### src/rtl/if_fetch_buf.sv
// ============================================================================
// if_fetch_buf : instruction fetch stage with a single-outstanding bus read
//                and a small instruction FIFO toward IF/ID.
// Revision     : 1.0
// ============================================================================
`default_nettype none

module if_fetch_buf #(
  parameter int          DEPTH    = 2,
  parameter logic [31:0] NOP_INST = 32'h00000013
) (
  input  logic        clk,
  input  logic        rst,
  input  logic [31:0] pc_i,
  input  logic        jump_flag_i,
  input  logic [2:0]  hold_flag_i,
  output logic        ibus_req_o,
  output logic [31:0] ibus_addr_o,
  input  logic        ibus_gnt_i,
  input  logic        ibus_rvalid_i,
  input  logic [31:0] ibus_rdata_i,
  output logic [31:0] inst_o,
  output logic [31:0] inst_addr_o,
  output logic        inst_valid_o,
  output logic        fetch_hold_o
);

  localparam int          AW       = (DEPTH > 1) ? $clog2(DEPTH) : 1;
  localparam logic [AW:0] C_FULL   = (AW+1)'(DEPTH);
  localparam logic [AW:0] C_CNT1   = (AW+1)'(1);
  localparam logic [AW-1:0] C_PTR1 = AW'(1);

  localparam logic [1:0] S_IDLE = 2'd0;
  localparam logic [1:0] S_WAIT = 2'd1;
  localparam logic [1:0] S_DROP = 2'd2;

  logic [1:0]    r_state;
  logic [AW-1:0] r_wr_ptr;
  logic [AW-1:0] r_rd_ptr;
  logic [AW:0]   r_count;
  logic [31:0]   r_pend_addr;
  logic [31:0]   r_data [DEPTH];
  logic [31:0]   r_addr [DEPTH];

  logic w_req;
  logic w_push;
  logic w_pop;
  logic w_valid;

  // Reset gates the request so the bus sees no request while rst is low.
  assign w_req   = rst && (r_state == S_IDLE) && (r_count < C_FULL) && !jump_flag_i;
  assign w_valid = (r_count != '0);
  assign w_push  = (r_state == S_WAIT) && ibus_rvalid_i && !jump_flag_i;
  assign w_pop   = w_valid && (hold_flag_i == 3'b000) && !jump_flag_i;

  assign ibus_req_o   = w_req;
  assign ibus_addr_o  = pc_i;
  assign fetch_hold_o = !(w_req && ibus_gnt_i);
  assign inst_valid_o = w_valid;
  assign inst_o       = w_valid ? r_data[r_rd_ptr] : NOP_INST;
  assign inst_addr_o  = w_valid ? r_addr[r_rd_ptr] : 32'h0;

  always_ff @(posedge clk or negedge rst) begin
    if (!rst) begin
      r_state     <= S_IDLE;
      r_pend_addr <= 32'h0;
    end else begin
      case (r_state)
        S_IDLE: begin
          if (w_req && ibus_gnt_i) begin
            r_state     <= S_WAIT;
            r_pend_addr <= pc_i;
          end
        end
        S_WAIT: begin
          if (ibus_rvalid_i)    r_state <= S_IDLE;
          else if (jump_flag_i) r_state <= S_DROP;
        end
        S_DROP: begin
          if (ibus_rvalid_i) r_state <= S_IDLE;
        end
        default: r_state <= S_IDLE;
      endcase
    end
  end

  // A jump flushes the queue and wins over any push/pop in the same cycle.
  always_ff @(posedge clk or negedge rst) begin
    if (!rst) begin
      r_wr_ptr <= '0;
      r_rd_ptr <= '0;
      r_count  <= '0;
    end else if (jump_flag_i) begin
      r_wr_ptr <= '0;
      r_rd_ptr <= '0;
      r_count  <= '0;
    end else begin
      if (w_push) r_wr_ptr <= r_wr_ptr + C_PTR1;
      if (w_pop)  r_rd_ptr <= r_rd_ptr + C_PTR1;
      case ({w_push, w_pop})
        2'b10:   r_count <= r_count + C_CNT1;
        2'b01:   r_count <= r_count - C_CNT1;
        default: r_count <= r_count;
      endcase
    end
  end

  always_ff @(posedge clk) begin
    if (w_push) begin
      r_data[r_wr_ptr] <= ibus_rdata_i;
      r_addr[r_wr_ptr] <= r_pend_addr;
    end
  end

endmodule

`default_nettype wire

### config.mk
export PLATFORM = sky130hd
export DESIGN_NAME = if_fetch_buf
export DESIGN_NICKNAME = d
export VERILOG_FILES = /design/src/rtl/if_fetch_buf.sv
export SDC_FILE = /design/constraint.sdc
export NUM_CORES = 1
export LEC_CHECK = 0
export ABC_CLOCK_PERIOD_IN_PS = 7200
export BUFFER_PORTS_ARGS = -buffer_cell sky130_fd_sc_hd__buf_2
export CAP_MARGIN = 20
export CORE_ASPECT_RATIO = 1.5
export CORE_MARGIN = 2
export CORE_UTILIZATION = 41
export DETAILED_ROUTE_END_ITERATION = 10
export PLACE_DENSITY = 0.76
export SYNTH_ARGS = -nofsm -noshare
export SYNTH_HDL_FRONTEND = slang
export SYNTH_SLANG_ARGS = --single-unit
export TNS_END_PERCENT = 50
### constraint.sdc
create_clock -name clk -period 7.2 [get_ports clk]
set_clock_uncertainty 0.05 [all_clocks]
set_input_delay 0.72 -clock clk [delete_from_list [all_inputs] [get_ports clk]]
set_output_delay 0.72 -clock clk [all_outputs]
set_load 0.02 [all_outputs]
Word-level counts from Yosys, hierarchy flattened
Memory sizes are Yosys's and may differ from the RTL's. Index checks and enable logic that the tools add are counted.

Output and inout bits: 99. ROM bits: 0. RAM bits: 128. Memories kept: 2. Register bits: 38. Input port bits: 72. Word-level logic and storage cells: 52. Bits in latches: 0.

Memories: r_addr (words 2, width 32, read ports 1, clocked after memory_dff 0, write ports 1, line 43) `logic [31:0] r_addr [DEPTH];`; r_data (words 2, width 32, read ports 1, clocked after memory_dff 0, write ports 1, line 42) `logic [31:0] r_data [DEPTH];`.

Multiply operators: 0. Order comparisons: 1. Bitwise operators: 0. Muxes and demuxes: 15. Div/mod/pow operators: 0. Reduce and logical (&&, ||, !) cells: 18. Equal/unequal tests: 7. Add/subtract/negate cells: 4. Shift operators: 0.

Operators by type and width (number): $mux 32 (2); $mux 2 (5); $logic_and 1x1->1 (8); $mux 1 (6); $pmux 2 s3 (1); $reduce_bool 2->1 (3); $eq 2x1->1 const B (2); $eq 2x2->1 const B (2); $pmux 2 s2 (1); $logic_not 3->1 (1); $ne 3x3->1 const B (1); $reduce_and 3->1 (1); $reduce_bool 3->1 (1); $add 1x1->1 const B (2); $add 2x1->2 const B (1); $logic_not 1->1 (2); $logic_not 2->1 (1); $lt 2x2->1 const B (1); $ne 2x1->1 const B (1); $ne 2x2->1 const B (1); $reduce_and 2->1 (1); $sub 2x1->2 const B (1).

Depth between registers and ports, before layout
Word-level depth: 7. Mapped depth: 5. Depth with buffers taken out: 3.

Worst setup path after synthesis
No wires, ideal clock.

Path type: input-to-reg. Start point: input port ibus_rvalid_i. End point: memory r_addr[0][0], enable pin. Data required time: 6.664 ns. Path slack: 2.822 ns. Cell stages on the path: 4. Data arrival time: 3.842 ns. Cell sequence: and3b_1 clkbuf_1 nand2b_1 nor2_1.

Longest elaborated chain between the ends: 4.

RTL lines: start, declared (line 20) `input logic ibus_rvalid_i,`; $logic_and 1x1->1 (2 in series) (line 53) `assign w_push = (r_state == S_WAIT) && ibus_rvalid_i && !jump_flag_i;`; $mux 1 (line 109) `if (w_push) begin`; $mux 1 (implied by the code) (line 111) `r_addr[r_wr_ptr] <= r_pend_addr;`; end, declared (line 43).

Every way passes these cells.

Worst setup path in the final report
Start point: input port rst. End point: output port fetch_hold_o.

Longest elaborated chain between the ends: 5.

RTL lines: start, declared (line 13) `input logic rst,`; $logic_and 1x1->1 (3 in series) (line 51) `assign w_req = rst && (r_state == S_IDLE) && (r_count < C_FULL) && !jump_flag_i;`; $logic_and 1x1->1 (line 58) `assign fetch_hold_o = !(w_req && ibus_gnt_i);`; $logic_not 1->1 (line 58); end, declared (line 25) `output logic fetch_hold_o`.

Every way passes these cells.

==> metrics.md <==
| Metric | Value |
|---|---|
| Status | completed |
| Initial Util | 0.4148 |
| 1st-iter DRT viols | 113 |
| Hold-fix buffers, CTS | 0 |
| Core footprint | 16120 um^2 |
| WL final | 12000 um |
| Crit path kind | in -> out |
| Worst-Margin Slew | 0.8665 ns |
| Die area | 17370 um^2 |
| First-pass GRT wire length | 18690 um |
| Per-cell routed wire length | 15.58 um |
| Final hold slack | 0.3312 ns |
| Final core occ | 0.5048 |
| Post-cts sizing count | 0 |
| FMAX | 300.7 MHz |
| Vias | 3625 |
| Synth cell types | 25 |
| Startpoint types | input pin |
| DR vias/cell | 4.708 |
| Ys Warns | 0 |
| Total GRT Usage | 0.1422 |
| Post-synthesis sequential area ratio | 0.7171 |
| Clock Latency Late Sink | 0.40 ns |
| FF+latch count, synth | 166 |
| GP Congestion | 0.7104 |
| ANT cells | 0 |
| CTS buffer count | 17 |
| Most frequent cells in the layout | buf_2, edfxtp_1, mux2i_1 |
| Final Hold Fails | 0 |
| Synth Flop Type | edfxtp_1 |
| GR Util met1 | 0.1610 |
| Port buffer count | 170 |
| Netlist Area Pre-Place | 6686 um^2 |
| Post-synthesis cell count | 408 |
| FILL cells | 1429 |
| Net Count, Synth | 480 |
| Layout overhead on the synthesized area | 21.69% |
| Worst IR drop on VDD | 0.1323 mV |
| Final setup viols | 0 |
| Die Height | 160.4 um |
| Most used cell, CP | buf_2 |
| Final Cycle Share | 0.4620 |
| Worst setup EP type | output pin |
| Final instance area | 8137 um^2 |
| DRC viols | 0 |
| Number of enable flip-flop cells after synthesis | 128 |
| CTS H-tree depth | 4 |
| Critical path, cell by cell | buf_2, buf_4, nand2b_4, nand4bb_4, buf_2 |
| Lkg Pwr | 3.259 nW |
| Largest net degree at the start of global routing | 67 |
| Crit Path Max Fanout | 39 |
| Ratio of cells with drive above 1 in the final layout | 0.4273 |
| Post-DP HPWL | 8081 um |
| Slowest cell on crit path | nand4bb_4 |
| CTS sink cnt | 166 |
| Total gr overflow | 0 |
| Final nets | 623 |
| # Post-CTS Setup Buffers | 0 |
| # rows | 57 |
| Vias in the first global route | 3757 |
| Footprint of the multi-input gates | 1568 um^2 |
| Final ANT Viol Nets | 0 |
| Mean Syn Cell Area | 16.39 um^2 |
| RSZ-0062 raised after global routing | no |
| FF+latch area | 4798 um^2 |
| MaxCap Viol Count | 0 |
| Pwr dens | 271.6 nW/um^2 |
| Commonest non-fill, non-tap cell in the layout | buf_2 |
| Post-DP Area | 7520 um^2 |
| Clk slew on worst S/H paths | 0.06 ns |
| Die W | 108.3 um |
| M2 GR Usage | 0.2573 |
| Worst Hold Class | in -> async |
| Minimum clock period | 3.326 ns |
| Met3 Use GR | 0.03896 |
| Global-route layer with the greatest usage | met2 |
| Initial antenna violation count | 0 |
| Max-slew violation count | 0 |
| Clock Path Buffers | 2 |
| CP arrival | 2.56 ns |
| Worst path required time | 6.43 ns |
| DRT Pass-1 Iters | 4 |
| Slew HR | 0.4210 |
| CP max stage delay | 0.78 ns |
| CTS tree | yes |
| Setup Total Neg Slack | 0 ns |
| Clock Tree Root | clkbuf_16 |
| # IOs | 171 |
| Post-synth ARST share | 0.2289 |
-- per-stage QoR --
stage	cells	setup slack, ns	total power [mW]
after floorplan	408	2.822	1.279
after global placement	737	3.856	1.328
after detailed placement	737	3.788	1.340
after CTS	769	3.789	2.238
after global routing	770	3.694	2.299
final	770	3.874	2.210
-- critical path, delay by kind of cell --
kind | cells | cell delay [ns]
buffers and inverters | 3 | 0.95
AND/OR/NAND/NOR | 2 | 0.86
-- metal layers --
metal | vias up | share of wire
li1 | 1728 | -
met1 | 1781 | 0.41
met2 | 106 | 0.54
met5 | - | 0
met3 | 10 | 0.046
met4 | 0 | 0.011
-- where the power goes --
| part | leakage (nW) | internal (mW) | total [mW] | switching, mW |
|---|---|---|---|---|
| Combinational | 1.36 | 0.0915 | 0.170 | 0.0785 |
| Clock | 0.280 | 0.546 | 0.893 | 0.347 |
| Sequential | 1.62 | 1.11 | 1.15 | 0.0385 |
| Total | 3.26 | 1.75 | 2.21 | 0.464 |
-- cell usage after synthesis, types with 3 or more instances --
library cell,n,share of area
mux2_2,4,0.0067
buf_2,8,0.0060
mux2i_1,66,0.099
nor2_1,67,0.038
clkbuf_1,7,0.0039
nand2_1,3,0.0017
edfxtp_1,128,0.57
buf_6,3,0.0051
buf_4,33,0.037
inv_1,4,0.0022
mux2_4,28,0.063
dfrtp_1,38,0.14
a21oi_1,3,0.0022
-- final cells by class --
cell class | instances | area share
Timing Repair Buffer | 175 | 0.1116
Clock inverter | 12 | 0.01876
Multi-Input combinational cell | 187 | 0.1927
Clock buffer | 20 | 0.05367
Inverter | 4 | 0.001845
Tap cell | 206 | 0.03168
Sequential cell | 166 | 0.5897
-- logic make-up after synthesis --
family / count (synthesis) / synth area share
and+or+nand+nor: 80 / 0.05127
AOI/OAI and AO/OA: 8 / 0.007672
DFF: 166 / 0.7171
muxes: 98 / 0.1684
xor gates and xnor gates: 1 / 0.001310
buffers and inverters: 55 / 0.05427
-- worst paths after layout --
check	startpoint	to	slack [ns]	cells past startpoint
min	rst	r_pend_addr[24]	0.33	2
min in group clk	r_pend_addr[8]	r_addr[0][8]	0.42	0
max reg2reg	r_state[1]	r_addr[1][14]	4.53	4
max in group asynchronous	rst	r_rd_ptr	6.35	2
max	rst	fetch_hold_o	3.87	5
min reg2reg	r_pend_addr[8]	r_addr[0][8]	0.42	0
-- registers in the layout, indices dropped and copies added (netlist names) --
signal       count
r_addr          64
r_state          2
r_rd_ptr         1
r_wr_ptr         1
r_count          2
r_data          64
r_pend_addr     32
(Power assumes the default switching activity.)
